`src/rtl/pc_sequencer_if.sv`:
```
// Bus between the control block and the PC sequencer: strobe/offset/resume in,
// PC, run state and instruction count out.
interface pc_sequencer_if #(
  parameter int unsigned WIDTH = 32
);
  localparam int unsigned CNT_W = 32;

  logic             pc_count;
  logic [WIDTH-1:0] addr_imm;
  logic             resume;
  logic [WIDTH-1:0] bp_addr;
  logic             bp_valid;

  logic [WIDTH-1:0] pc;
  logic [WIDTH-1:0] pc_prev;
  logic             run_en;
  logic             halted;
  logic             at_break;
  logic [CNT_W-1:0] instr_count;

  modport master (
    output pc_count, addr_imm, resume, bp_addr, bp_valid,
    input  pc, pc_prev, run_en, halted, at_break, instr_count
  );

  modport slave (
    input  pc_count, addr_imm, resume, bp_addr, bp_valid,
    output pc, pc_prev, run_en, halted, at_break, instr_count
  );
endinterface

```
`src/rtl/pc_sequencer.sv`:
```
// Program-counter stage: advances PC on rising edges of the control block's
// PCcount strobe, detects halt, supports resume. Optional breakpoint: PC_BREAKPOINT_EN.
module pc_sequencer #(
  parameter int unsigned     WIDTH    = 32,
  parameter logic [WIDTH-1:0] RESET_PC = '0
) (
  input logic          clk,
  input logic          reset,
  pc_sequencer_if.slave bus
);

  localparam int unsigned CNT_W = 32;
  localparam logic [CNT_W-1:0] CNT_MAX = '1;

  typedef enum logic [1:0] {
    S_RUN   = 2'd0,
    S_HALT  = 2'd1,
    S_BREAK = 2'd2
  } state_e;

  state_e           state_q, state_d;
  logic [WIDTH-1:0] pc_q, pc_d;
  logic [WIDTH-1:0] pc_prev_q, pc_prev_d;
  logic [CNT_W-1:0] cnt_q, cnt_d;
  logic             skip_q, skip_d;
  logic             pc_count_q;
  logic             run_en_q, halted_q;

  logic             upd;
  logic             halt_off;
  logic             take;
  logic [WIDTH-1:0] pc_sum;

  // Next-state and update selection
  always_comb begin
    upd       = bus.pc_count & ~pc_count_q;
    halt_off  = (bus.addr_imm == '1);
    pc_sum    = pc_q + WIDTH'(1) + bus.addr_imm;
    state_d   = state_q;
    pc_d      = pc_q;
    pc_prev_d = pc_prev_q;
    cnt_d     = cnt_q;
    skip_d    = skip_q;
    take      = 1'b0;

    unique case (state_q)
      S_RUN: begin
        if (upd) begin
          take = 1'b1;
          pc_d = pc_sum;
          if (halt_off) begin
            state_d = S_HALT;
          end
`ifdef PC_BREAKPOINT_EN
          else if (bus.bp_valid && (pc_sum == bus.bp_addr)) begin
            state_d = S_BREAK;
          end
`endif
        end
      end
      S_HALT: begin
        // A resume in the same cycle as the strobe counts as resume-then-update
        if (upd && (skip_q || bus.resume)) begin
          take    = 1'b1;
          pc_d    = pc_q + WIDTH'(1);
          skip_d  = 1'b0;
          state_d = S_RUN;
        end else if (bus.resume) begin
          skip_d = 1'b1;
        end
      end
      S_BREAK: begin
        if (bus.resume) begin
          state_d = S_RUN;
        end
      end
      default: state_d = S_RUN;
    endcase

    if (take) begin
      pc_prev_d = pc_q;
      cnt_d     = (cnt_q == CNT_MAX) ? cnt_q : cnt_q + CNT_W'(1);
    end
  end

  always_ff @(posedge clk or negedge reset) begin
    if (!reset) begin
      state_q    <= S_RUN;
      pc_q       <= RESET_PC;
      pc_prev_q  <= RESET_PC;
      cnt_q      <= '0;
      skip_q     <= 1'b0;
      pc_count_q <= 1'b1;
      run_en_q   <= 1'b1;
      halted_q   <= 1'b0;
    end else begin
      state_q    <= state_d;
      pc_q       <= pc_d;
      pc_prev_q  <= pc_prev_d;
      cnt_q      <= cnt_d;
      skip_q     <= skip_d;
      pc_count_q <= bus.pc_count;
      run_en_q   <= (state_d == S_RUN);
      halted_q   <= (state_d == S_HALT);
    end
  end

`ifdef PC_BREAKPOINT_EN
  logic at_break_q;

  always_ff @(posedge clk or negedge reset) begin
    if (!reset) begin
      at_break_q <= 1'b0;
    end else begin
      at_break_q <= (state_d == S_BREAK);
    end
  end

  assign bus.at_break = at_break_q;
`else
  logic unused_bp;

  assign unused_bp    = ^{bus.bp_addr, bus.bp_valid};
  assign bus.at_break = 1'b0;
`endif

  assign bus.pc          = pc_q;
  assign bus.pc_prev     = pc_prev_q;
  assign bus.instr_count = cnt_q;
  assign bus.run_en      = run_en_q;
  assign bus.halted      = halted_q;

endmodule

```
`src/flat_wrapper.sv`:
```
// flat-port wrapper written by rule: the top's interface ports become plain ports
module pc_sequencer_flat 
#(
  parameter int unsigned     WIDTH    = 32,
  parameter logic [WIDTH-1:0] RESET_PC = '0
)
  (clk, reset, bus_pc_count, bus_addr_imm, bus_resume, bus_bp_addr, bus_bp_valid, bus_pc, bus_pc_prev, bus_run_en, bus_halted, bus_at_break, bus_instr_count);
  pc_sequencer_if #(.WIDTH(WIDTH)) bus_i ();
  input logic clk;
  input logic reset;
  input wire logic [$bits(bus_i.pc_count)-1:0] bus_pc_count;
  input wire logic [$bits(bus_i.addr_imm)-1:0] bus_addr_imm;
  input wire logic [$bits(bus_i.resume)-1:0] bus_resume;
  input wire logic [$bits(bus_i.bp_addr)-1:0] bus_bp_addr;
  input wire logic [$bits(bus_i.bp_valid)-1:0] bus_bp_valid;
  output wire logic [$bits(bus_i.pc)-1:0] bus_pc;
  output wire logic [$bits(bus_i.pc_prev)-1:0] bus_pc_prev;
  output wire logic [$bits(bus_i.run_en)-1:0] bus_run_en;
  output wire logic [$bits(bus_i.halted)-1:0] bus_halted;
  output wire logic [$bits(bus_i.at_break)-1:0] bus_at_break;
  output wire logic [$bits(bus_i.instr_count)-1:0] bus_instr_count;
  assign bus_i.pc_count = bus_pc_count;
  assign bus_i.addr_imm = bus_addr_imm;
  assign bus_i.resume = bus_resume;
  assign bus_i.bp_addr = bus_bp_addr;
  assign bus_i.bp_valid = bus_bp_valid;
  assign bus_pc = bus_i.pc;
  assign bus_pc_prev = bus_i.pc_prev;
  assign bus_run_en = bus_i.run_en;
  assign bus_halted = bus_i.halted;
  assign bus_at_break = bus_i.at_break;
  assign bus_instr_count = bus_i.instr_count;
  pc_sequencer #(.WIDTH(WIDTH), .RESET_PC(RESET_PC)) u_core (.clk(clk), .reset(reset), .bus(bus_i));
endmodule
```
`config.mk`:
```
export PLATFORM = sky130hd
export DESIGN_NAME = pc_sequencer_flat
export DESIGN_NICKNAME = d
export VERILOG_FILES = /design/src/rtl/pc_sequencer_if.sv /design/src/rtl/pc_sequencer.sv /design/src/flat_wrapper.sv
export SDC_FILE = /design/constraint.sdc
export NUM_CORES = 1
export LEC_CHECK = 0
export CAP_MARGIN = 20
export CORE_MARGIN = 10
export CORE_UTILIZATION = 55
export CTS_CLUSTER_SIZE = 28
export DETAILED_ROUTE_END_ITERATION = 10
export PLACE_DENSITY = 0.93
export SLEW_MARGIN = 40
export SYNTH_ARGS = -nofsm -noshare
export SYNTH_HDL_FRONTEND = slang
export SYNTH_SLANG_ARGS = --single-unit
```
`constraint.sdc`:
```
create_clock -name clk -period 7.85 [get_ports clk]
set_clock_uncertainty 0.15 [all_clocks]
set_input_delay 1.57 -clock clk [delete_from_list [all_inputs] [get_ports clk]]
set_output_delay 1.57 -clock clk [all_outputs]
set_load 0.02 [all_outputs]
```
==> results.yml, run 1 <==
floorplanning:
  ios: 168
  std_cell_rows: 41
  start_util_pct: 56.67
  core_region_area_um2: 12720
  die_h_um: 134.5
  die_w_um: 134.5
  die-area_um2: 18090
place:
  dp_hpwl_mm: 15.94
  dp_slack_ns: 3.100
  portBuffers: 133
  gp_congestion: 0.9605
setup_path:
  crit_path_max_fanout: 8
  path_class: "flop to flop"
  cpMostUsedCell: "nand3_1"
  cp-start-kind: "flop"
  critPathArrivalTime_ns: 4.85
  crit_slowest_cell: "nor3_2"
  critical_path.max_stage_delay_ns: 0.59
  endpoint_kind: "flop"
  cp_data_required_time_ns: 7.91
  path_cells: "nand3_1 > nor3_2 > nand3_1 > nor2_1 > xor2_1 > ha_1 > and4_4 > a221o_1 > a21oi_2 > o21ai_2 > or4b_4 > nand4_4 > nor3b_2 > o311ai_2"
synthesis:
  ys_top_cells_by_count: "nand2_1 (167), dfrtp_1 (100), xnor2_1 (65)"
  synth-edff-count: 0
  synth_area_leader_cell: "dfrtp_1"
  syn_area_per_cell_um2: 8.452
  syn_inst: 853
  synth-async-reset-ratio_pct: 100.0
  synth_area_um2: 7209
  synth.ff_latch_count: 102
  synth.distinct_cells: 78
  seq_area_frac_synth_pct: 35.44
  synth_area_leaders: "dfrtp_1 (35%), nand2_1 (8.7%), xnor2_1 (7.9%)"
  syn_nets: 963
  synth_most_common_cell: "nand2_1"
  yosysTopAreaCellShare_pct: 34.71
  yosys_warnings: 0
  synthFlopType: "dfrtp_1"
cts:
  clock-sinks: 102
  cts-root-buf: "clkbuf_16"
  ctsResizeCount: 0
  clk_latency_ns: 0.34
  cts_hold_buf: 0
  cts_buffers: 9
  ctsHtreeMaxLevel: 3
  clockBufferDepth: 2
  postCtsSetupBuffers: 0
  clk_pin_slew_ns: 0.07
  cts_tree: "built"
route:
  post_drt_wl_per_cell_um: 18.47
  drt-initial-drc-count: 752
  vias: 6983
  remaining_drc_errors: 0
  viasPerCell: 6.163
  dr.pass1.iters: 7
  totalWireLength_mm: 20.93
  antenna_left: 0
pwr:
  p_leak_nw: 3.761
  max-vdd-ir-drop_mv: 0.2410
  p_per_area_nw_per_um2: 361.9
  power_w: 0.003200
sta:
  rsz0062_at_grt: "false"
  finalSetupViolations: 0
  hold_viol_final: 0
  final-max-slew-violation-count: 0
  final.setup.worst_slack_ns: 3.063
  worstMarginPinSlew_ns: 0.8909
  fmax_mhz: 208.9
  timing.final.crit_period_ns: 4.787
  relSlewSlack_pct: 40.39
  post-route-period-util_pct: 60.98
  tns_ns: 0
finish:
  antennaDiodeCount: 0
  syn2layout_area_growth_pct: 22.65
  fill_cells: 1006
  fin_nets: 1066
  layout-drive-gt1-share_pct: 5.411
worst_hold_path:
  hp-class: "flop to flop"
global_route:
  grt_overflow: 0
  grt_first_pass_wirelength_mm: 34.13
  grt_max_degree: 78
  grt_pass1_vias: 6559
  antenna_found_initial: 0
  track_usage_pct: 22.73
run:
  drv_cap: 0
run_status:
  status: "finished, final reports clean"
[path summary, 6_finish.rpt]
| check | end | start | depth (start not counted) | slack (ns) |
|---|---|---|---|---|
| setup / recovery | u_core.bus.pc[31] | u_core.bus.pc[2] | 14 | 3.06 |
| hold / removal | u_core.bus.pc_prev[28] | u_core.bus.pc_prev[28] | 2 | 0.32 |
| setup reg to reg | u_core.bus.pc[31] | u_core.bus.pc[2] | 14 | 3.06 |
| hold reg to reg | u_core.bus.pc_prev[28] | u_core.bus.pc_prev[28] | 2 | 0.32 |
| max in group asynchronous | u_core.bus.instr_count[12] | reset | 2 | 5.60 |
| min in group asynchronous | u_core.bus.pc_prev[4] | reset | 1 | 0.99 |
[sequential cells by signal, summed over array words and instances, names as in the netlist]
signal,cells
u_core.bus.instr_count,32
u_core.bus.pc,32
u_core.bus.pc_prev,32
u_core.state_q,2
u_core.bus.halted,1
u_core.bus.run_en,1
u_core.pc_count_q,1
u_core.skip_q,1
[stage by stage]
step | area [um^2] | std cells | util, % | hold slack (ns)
floorplan | 7209 | 853 | - | 0.3132
global placement | 8574 | 1117 | 67.40 | 0.3087
detailed placement | 8578 | 1117 | 67.43 | 0.3112
CTS | 8842 | 1133 | 69.50 | 0.3283
global route | 8842 | 1133 | 69.50 | 0.3478
finish | 8842 | 1133 | 69.50 | 0.3242
[cell usage in the layout (no fill, tap or decap), types with 9 or more instances in the layout]
| cell | count |
|---|---|
| a31oi_1 | 12 |
| clkbuf_16 | 9 |
| nand3_1 | 46 |
| and3_1 | 15 |
| xor2_1 | 16 |
| nand2_1 | 167 |
| inv_1 | 13 |
| dfrtp_1 | 100 |
| o21ai_0 | 41 |
| nand4_1 | 27 |
| a21oi_1 | 58 |
| nor2_1 | 51 |
| ha_1 | 40 |
| xnor2_1 | 65 |
| a21o_1 | 19 |
| nor3_1 | 15 |
| clkdlybuf4s50_1 | 132 |
[worst max-delay path: cells and delay by family, from the launching register on]
family                   cells  cell delay (ns)
AO/OA/AOI/OAI                4             0.73
XOR/XNOR                     1             0.32
adder cells (fa/ha/maj)      1             0.39
flip-flops                   1             0.51
AND/OR/NAND/NOR              8             2.56
[final cells by class]
class,instances,area [um^2],share of cell area [%]
multi-input cells,693,4397,49.72
flip-flops and latches,102,2555,28.89
repair buffers,137,1363,15.41
clock buffers,13,240.2,2.717
well taps,172,215.2,2.434
inverters,13,48.80,0.5519
clock inverters,3,23.77,0.2689
[cells by family after synthesis]
family,Yosys count,share of synthesized area (%)
AND/OR/NAND/NOR,367,24.82
XOR/XNOR,81,9.840
multiplexers,6,0.8504
flip-flops,102,35.44
buffers and inverters,58,3.766
adder cells (fa/ha/maj),41,7.220
other,1,0.05202
AO/OA/AOI/OAI,197,18.01
[layer usage]
metal  GRT usage (%)  wire, um
met5               0         0
met4           8.283       572
met3           4.674      2071
met2           36.47      9691
met1           29.63      8591
[report_power, final]
part,internal (W),switching [W]
Sequential,0.000676,0.000246
Clock,0.000216,0.000189
Combinational,0.000834,0.00104
Total,0.00173,0.00147
(Power assumes the default switching activity.)
==> run 2, diff against run 1 <==
--- a/config.mk
+++ b/config.mk
@@ -7,10 +7,10 @@
 export LEC_CHECK = 0
 export CAP_MARGIN = 20
 export CORE_MARGIN = 10
-export CORE_UTILIZATION = 55
+export CORE_UTILIZATION = 46
 export CTS_CLUSTER_SIZE = 28
 export DETAILED_ROUTE_END_ITERATION = 10
-export PLACE_DENSITY = 0.93
+export PLACE_DENSITY = 0.83
 export SLEW_MARGIN = 40
 export SYNTH_ARGS = -nofsm -noshare
 export SYNTH_HDL_FRONTEND = slang
==> constraint.sdc (replaced) <==
create_clock -name clk -period 4.05 [get_ports clk]
set_clock_uncertainty 0.15 [all_clocks]
set_input_delay 0.81 -clock clk [delete_from_list [all_inputs] [get_ports clk]]
set_output_delay 0.81 -clock clk [all_outputs]
set_load 0.02 [all_outputs]
==> run 2 against run 1 <==
  * Fmax rose by 23%
  * Clock power rose by 120%
  * Sequential cell count did not move
  * Combinational power rose by 120%
  * Global-route usage fell by 2.5 points
  * Cell area rose by 7.2%
  * Clock-buffer cell count did not move
  * Critical path depth did not move
  * Wire length rose by 3.8%
  * Final cell count rose by 9.1%
  * First-iteration DRC count fell by 25%
  * Largest cell class unchanged
  * Critical endpoint unchanged
  * Register-to-register slack got worse by 2.9 ns
==> results.yml, run 2 (synthesis results as in run 1) <==
route:
  remaining_drc_errors: 0
  dr.pass1.iters: 5
  totalWireLength_mm: 21.72
  vias: 7047
  post_drt_wl_per_cell_um: 17.58
  antenna_left: 0
  viasPerCell: 5.701
  drt-initial-drc-count: 567
sta:
  worstMarginPinSlew_ns: 0.5138
  timing.final.crit_period_ns: 3.884
  rsz0062_at_grt: "true"
  hold_viol_final: 0
  fmax_mhz: 257.5
  finalSetupViolations: 0
  tns_ns: 0
  final-max-slew-violation-count: 0
  relSlewSlack_pct: 64.86
  hold_ws_ns: 0.2931
  post-route-period-util_pct: 95.91
global_route:
  grt_max_degree: 64
  grt_pass1_vias: 6843
  track_usage_pct: 20.24
  antenna_found_initial: 0
  grt_first_pass_wirelength_mm: 35.84
  grt_overflow: 0
setup_path:
  path_cells: "nand2_1 > nor3_4 > nand3_1 > nor2_1 > nand3_1 > xnor2_1 > ha_1 > a211o_1 > o2111ai_1 > a311oi_2 > or4b_4 > nand4_4 > nor3b_2 > o311ai_2"
  crit_path_max_fanout: 4
  critPathArrivalTime_ns: 3.96
  ff2ff_path_depth: 14
  cp_data_required_time_ns: 4.13
  cp-start-kind: "flop"
  crit_slowest_cell: "or4b_4"
  endpoint_kind: "flop"
  rrSetupSlack_ns: 0.17
  path_class: "flop to flop"
  worstReg2RegStart: "u_core.bus.pc[3]"
  r2r_end: "u_core.bus.pc[31]"
  cpMostUsedCell: "nand3_1"
  cp_top_family: "simple AND/OR/NAND/NOR gates"
  crit_buf_inv: 0
  critical_path.max_stage_delay_ns: 0.52
floorplanning:
  die_w_um: 145.2
  std_cell_rows: 45
  die_h_um: 145.2
  ios: 168
  core_region_area_um2: 15260
  start_util_pct: 47.25
  die-area_um2: 21080
cts:
  cts_buffers: 9
  ctsHtreeMaxLevel: 3
  clk_pin_slew_ns: 0.07
  clock-sinks: 102
  clockBufferDepth: 2
  clk_latency_ns: 0.35
  cts-root-buf: "clkbuf_16"
  cts_hold_buf: 0
  cts_tree: "built"
pwr:
  clkPwrFrac_pct: 13.4
  swShare_pct: 44.17
  pwr-share-seq_pct: 23.9
  power_frac_comb_pct: 62.7
  p_sw_w: 0.002959
  max-vdd-ir-drop_mv: 0.3828
  p_leak_nw: 4.117
  p_per_area_nw_per_um2: 707.0
  p_int_w: 0.003740
finish:
  register_area_um2: 2556
  fin_nets: 1130
  syn2layout_area_growth_pct: 31.43
  final_common_cell: "nand2_1"
  multi_input_area_um2: 4449
  antennaDiodeCount: 0
  layout-drive-gt1-share_pct: 12.20
  final_cell_mix: "nand2_1 (167), clkdlybuf4s50_1 (132), dfrtp_1 (99), buf_4 (68), xnor2_1 (64)"
  fill_cells: 1264
place:
  portBuffers: 133
  dp_hpwl_mm: 16.90
  gp_congestion: 0.9460
worst_hold_path:
  hp-class: "input pin to asynchronous set/reset pin"
run:
  drv_cap: 0
run_status:
  status: "finished, final reports clean"
run 2: stage by stage:
stage / worst slack, ns / std cells / util, % / area [um^2] / total power, W
6_report: 0.1658 / 1236 / 62.10 / 9475 / 0.006699
5_1_grt: -0.07701 / 1236 / 62.10 / 9475 / 0.007171
4_1_cts: 0.01336 / 1235 / 61.76 / 9424 / 0.006635
3_5_place_dp: 0.04263 / 1219 / 59.76 / 9119 / 0.005721
3_3_place_gp: 0.1782 / 1219 / 59.76 / 9119 / 0.005644
2_1_floorplan: 0.01130 / 853 / - / 7219 / 0.004131
run 2: worst max-delay path by stage:
stage	startpoint	endpoint	depth (start not counted)
floorplan	u_core.bus.pc[0]	u_core.bus.pc[31]	15
global placement	u_core.bus.pc[0]	u_core.bus.pc[31]	16
detailed placement	u_core.bus.pc[1]	u_core.bus.pc[31]	15
CTS	u_core.bus.pc[1]	u_core.bus.pc[31]	15
global route	u_core.bus.pc[1]	u_core.bus.pc[31]	15
finish	u_core.bus.pc[3]	u_core.bus.pc[31]	14
run 2: power by group through the flow:
stage | logic, W | registers (W) | clock network, W
5_1_grt | 0.00457 | 0.00165 | 0.000944
6_report | 0.00420 | 0.00160 | 0.000895
2_1_floorplan | 0.00216 | 0.00197 | 0
3_5_place_dp | 0.00411 | 0.00161 | 0
4_1_cts | 0.00414 | 0.00160 | 0.000896
3_3_place_gp | 0.00404 | 0.00160 | 0
run 2: final cells by class:
type,instances,share of cell area [%]
Clock buffer,13,2.747
Clock inverter,3,0.4754
Inverter,13,0.5150
Multi-Input combinational cell,693,46.96
Sequential cell,102,26.98
Tap cell,211,2.786
Timing Repair Buffer,201,19.54
run 2: what timing repair did:
| action | CTS | global route |
|---|---|---|
| endpoints found under the setup margin | 0 | 7 |
| setup buffers | 0 | 1 |
| gates resized for setup | 0 | 6 |
run 2: metal layers:
| metal | vias to the layer above | routed length [um] | global-route usage [%] | part of all wire [%] |
|---|---|---|---|---|
| met2 | 277 | 10000 | 31.90 | 46 |
| met5 | - | 0 | 0 | 0 |
| li1 | 3383 | - | - | - |
| met4 | 0 | 460 | 6.117 | 2.1 |
| met3 | 38 | 1614 | 4.471 | 7.4 |
| met1 | 3349 | 9646 | 27.11 | 44 |
==> run 3, diff against run 2 <==
--- a/config.mk
+++ b/config.mk
@@ -7,10 +7,10 @@
 export LEC_CHECK = 0
 export CAP_MARGIN = 20
 export CORE_MARGIN = 10
-export CORE_UTILIZATION = 46
+export CORE_UTILIZATION = 55
 export CTS_CLUSTER_SIZE = 28
 export DETAILED_ROUTE_END_ITERATION = 10
-export PLACE_DENSITY = 0.83
+export PLACE_DENSITY = 0.93
 export SLEW_MARGIN = 40
 export SYNTH_ARGS = -nofsm -noshare
 export SYNTH_HDL_FRONTEND = slang
==> constraint.sdc (replaced) <==
create_clock -name clk -period 4.7 [get_ports clk]
set_clock_uncertainty 0.15 [all_clocks]
set_input_delay 0.94 -clock clk [delete_from_list [all_inputs] [get_ports clk]]
set_output_delay 0.94 -clock clk [all_outputs]
set_load 0.02 [all_outputs]
==> run 3 against run 2 <==
  * Sequential cell count did not move
  * Largest cell class unchanged
  * Sequential share of layout area rose by 1.5 points
  * Non-clock buffer count fell by 52
  * Global-route usage rose by 3.6 points
  * First-iteration DRC count rose by 38%
  * Sequential power fell by 6%
  * Critical path type unchanged
  * Hold slack improved by 0.036 ns
  * Largest power group unchanged
  * Wire length rose by 0.81%
  * Setup slack improved by 0.17 ns
  * Die area fell by 14%
  * Clock power fell by 13%
==> results.yml, run 3 (synthesis results as in run 1) <==
setup_path:
  endpoint_kind: "flop"
  crit_slowest_cell: "or4b_4"
  cp_data_required_time_ns: 4.77
  crit_path_max_fanout: 8
  path_class: "flop to flop"
  critical_path.max_stage_delay_ns: 0.59
  critPathArrivalTime_ns: 4.44
  path_cells: "nand3_1 > nor3_2 > nand3_1 > inv_1 > nand3_1 > xnor2_1 > ha_1 > a21oi_1 > a21boi_0 > a311oi_2 > a211oi_1 > or4b_4 > nand4_4 > nor3b_2 > o311ai_2"
  cpMostUsedCell: "nand3_1"
  cp-start-kind: "flop"
finish:
  fin_area_um2: 8979
  finalCoreUtilization_pct: 70.57
  final_cell_mix: "nand2_1 (167), clkdlybuf4s50_1 (132), dfrtp_1 (100), xnor2_1 (65), a21oi_1 (58)"
  final_common_cell: "nand2_1"
  fin_cells: 1145
  layout-drive-gt1-share_pct: 6.989
  antennaDiodeCount: 0
  fin_nets: 1078
  fill_cells: 986
  syn2layout_area_growth_pct: 24.54
cts:
  cts_tree: "built"
  ctsHtreeMaxLevel: 3
  cts_hold_buf: 0
  clockBufferDepth: 2
  cts-root-buf: "clkbuf_16"
  postCtsSetupBuffers: 0
  clk_pin_slew_ns: 0.08
  ctsResizeCount: 0
  clock-sinks: 102
  cts_buffers: 9
  clk_latency_ns: 0.35
sta:
  worstMarginPinSlew_ns: 0.8607
  finalSetupViolations: 0
  hold_viol_final: 0
  relSlewSlack_pct: 42.41
  rsz0062_at_grt: "false"
  final-max-slew-violation-count: 0
  post-route-period-util_pct: 92.89
  timing.final.crit_period_ns: 4.366
  fmax_mhz: 229.1
  tns_ns: 0
worst_hold_path:
  hp-class: "flop to flop"
floorplanning:
  std_cell_rows: 41
  core_region_area_um2: 12720
  die_w_um: 134.5
  die-area_um2: 18090
  start_util_pct: 56.67
  ios: 168
  die_h_um: 134.5
global_route:
  grt_pass1_vias: 6991
  grt_overflow: 0
  antenna_found_initial: 0
  use_met1_pct: 31.11
  use_met3_pct: 4.414
  grt_max_degree: 79
  track_usage_pct: 23.85
  grt_first_pass_wirelength_mm: 35.64
  grt.busiest_layer: "met2"
  grtUsageMet2_pct: 37.01
route:
  drt-initial-drc-count: 780
  post_drt_wl_per_cell_um: 19.13
  viasPerCell: 6.195
  totalWireLength_mm: 21.90
  vias: 7093
  antenna_left: 0
  remaining_drc_errors: 0
  dr.pass1.iters: 5
pwr:
  p_per_area_nw_per_um2: 613.8
  p_leak_nw: 3.850
  max-vdd-ir-drop_mv: 0.3891
  power_w: 0.005511
place:
  place_inst: 1129
  portBuffers: 133
  gp_congestion: 0.9581
  dp_hpwl_mm: 16.11
  placed_area_um2: 8671
run:
  drv_cap: 0
run_status:
  status: "finished, final reports clean"
-- run 3: cell count changes in the layout (fill, tap and decap cells not counted), sizes merged --
cell	previous run	this run
buf	69	17
clkbuf	13	11
clkinv	0	2
clkinvlp	2	0
inv	13	15
-- run 3: critical path, delay by kind of cell, from the launching register on --
kind	cells	cell delay (ns)
buffers and inverters	1	0.09
adder cells (fa/ha/maj)	1	0.32
XOR/XNOR	1	0.27
flip-flops	1	0.48
AND/OR/NAND/NOR	7	1.89
AO/OA/AOI/OAI	5	1.03
-- run 3: worst paths after layout --
path,from,to,slack (ns),cells after the start
max in group asynchronous,reset,u_core.bus.instr_count[9],3.13,2
setup reg to reg,u_core.bus.pc[2],u_core.bus.pc[31],0.33,15
hold / removal,u_core.bus.pc_prev[10],u_core.bus.pc_prev[10],0.33,2
setup / recovery,u_core.bus.pc[2],u_core.bus.pc[31],0.33,15
hold reg to reg,u_core.bus.pc_prev[10],u_core.bus.pc_prev[10],0.33,2
min in group asynchronous,reset,u_core.bus.pc_prev[17],0.48,1
-- run 3: power breakdown --
| part | total [W] | switching [W] | internal [W] |
|---|---|---|---|
| sequential | 0.00151 | 0.000385 | 0.00113 |
| combinational | 0.00322 | 0.00179 | 0.00143 |
| clock | 0.000778 | 0.000344 | 0.000434 |
-- run 3: per-layer routing --
layer	vias up	wire (um)
li1	3261	-
met1	3355	8918
met2	417	9978
met3	60	2156
met4	0	846
met5	-	0
-- run 3: area by class of cell --
cell class	count	area, um^2	area share (%)
flip-flops and latches	102	2555	28.46
multi-input cells	693	4399	49.00
clock inverters	5	65.06	0.7246
inverters	13	48.80	0.5435
well taps	172	215.2	2.397
repair buffers	149	1453	16.18
clock buffers	11	242.7	2.703
-- run 3: through the flow --
| stage | hold slack (ns) | worst slack [ns] |
|---|---|---|
| detailed placement | 0.3111 | 0.4601 |
| CTS | 0.3280 | 0.4004 |
| floorplan | 0.3132 | 0.5782 |
| global route | 0.3514 | 0.07792 |
| global placement | 0.3081 | 0.5126 |
| finish | 0.3291 | 0.3342 |
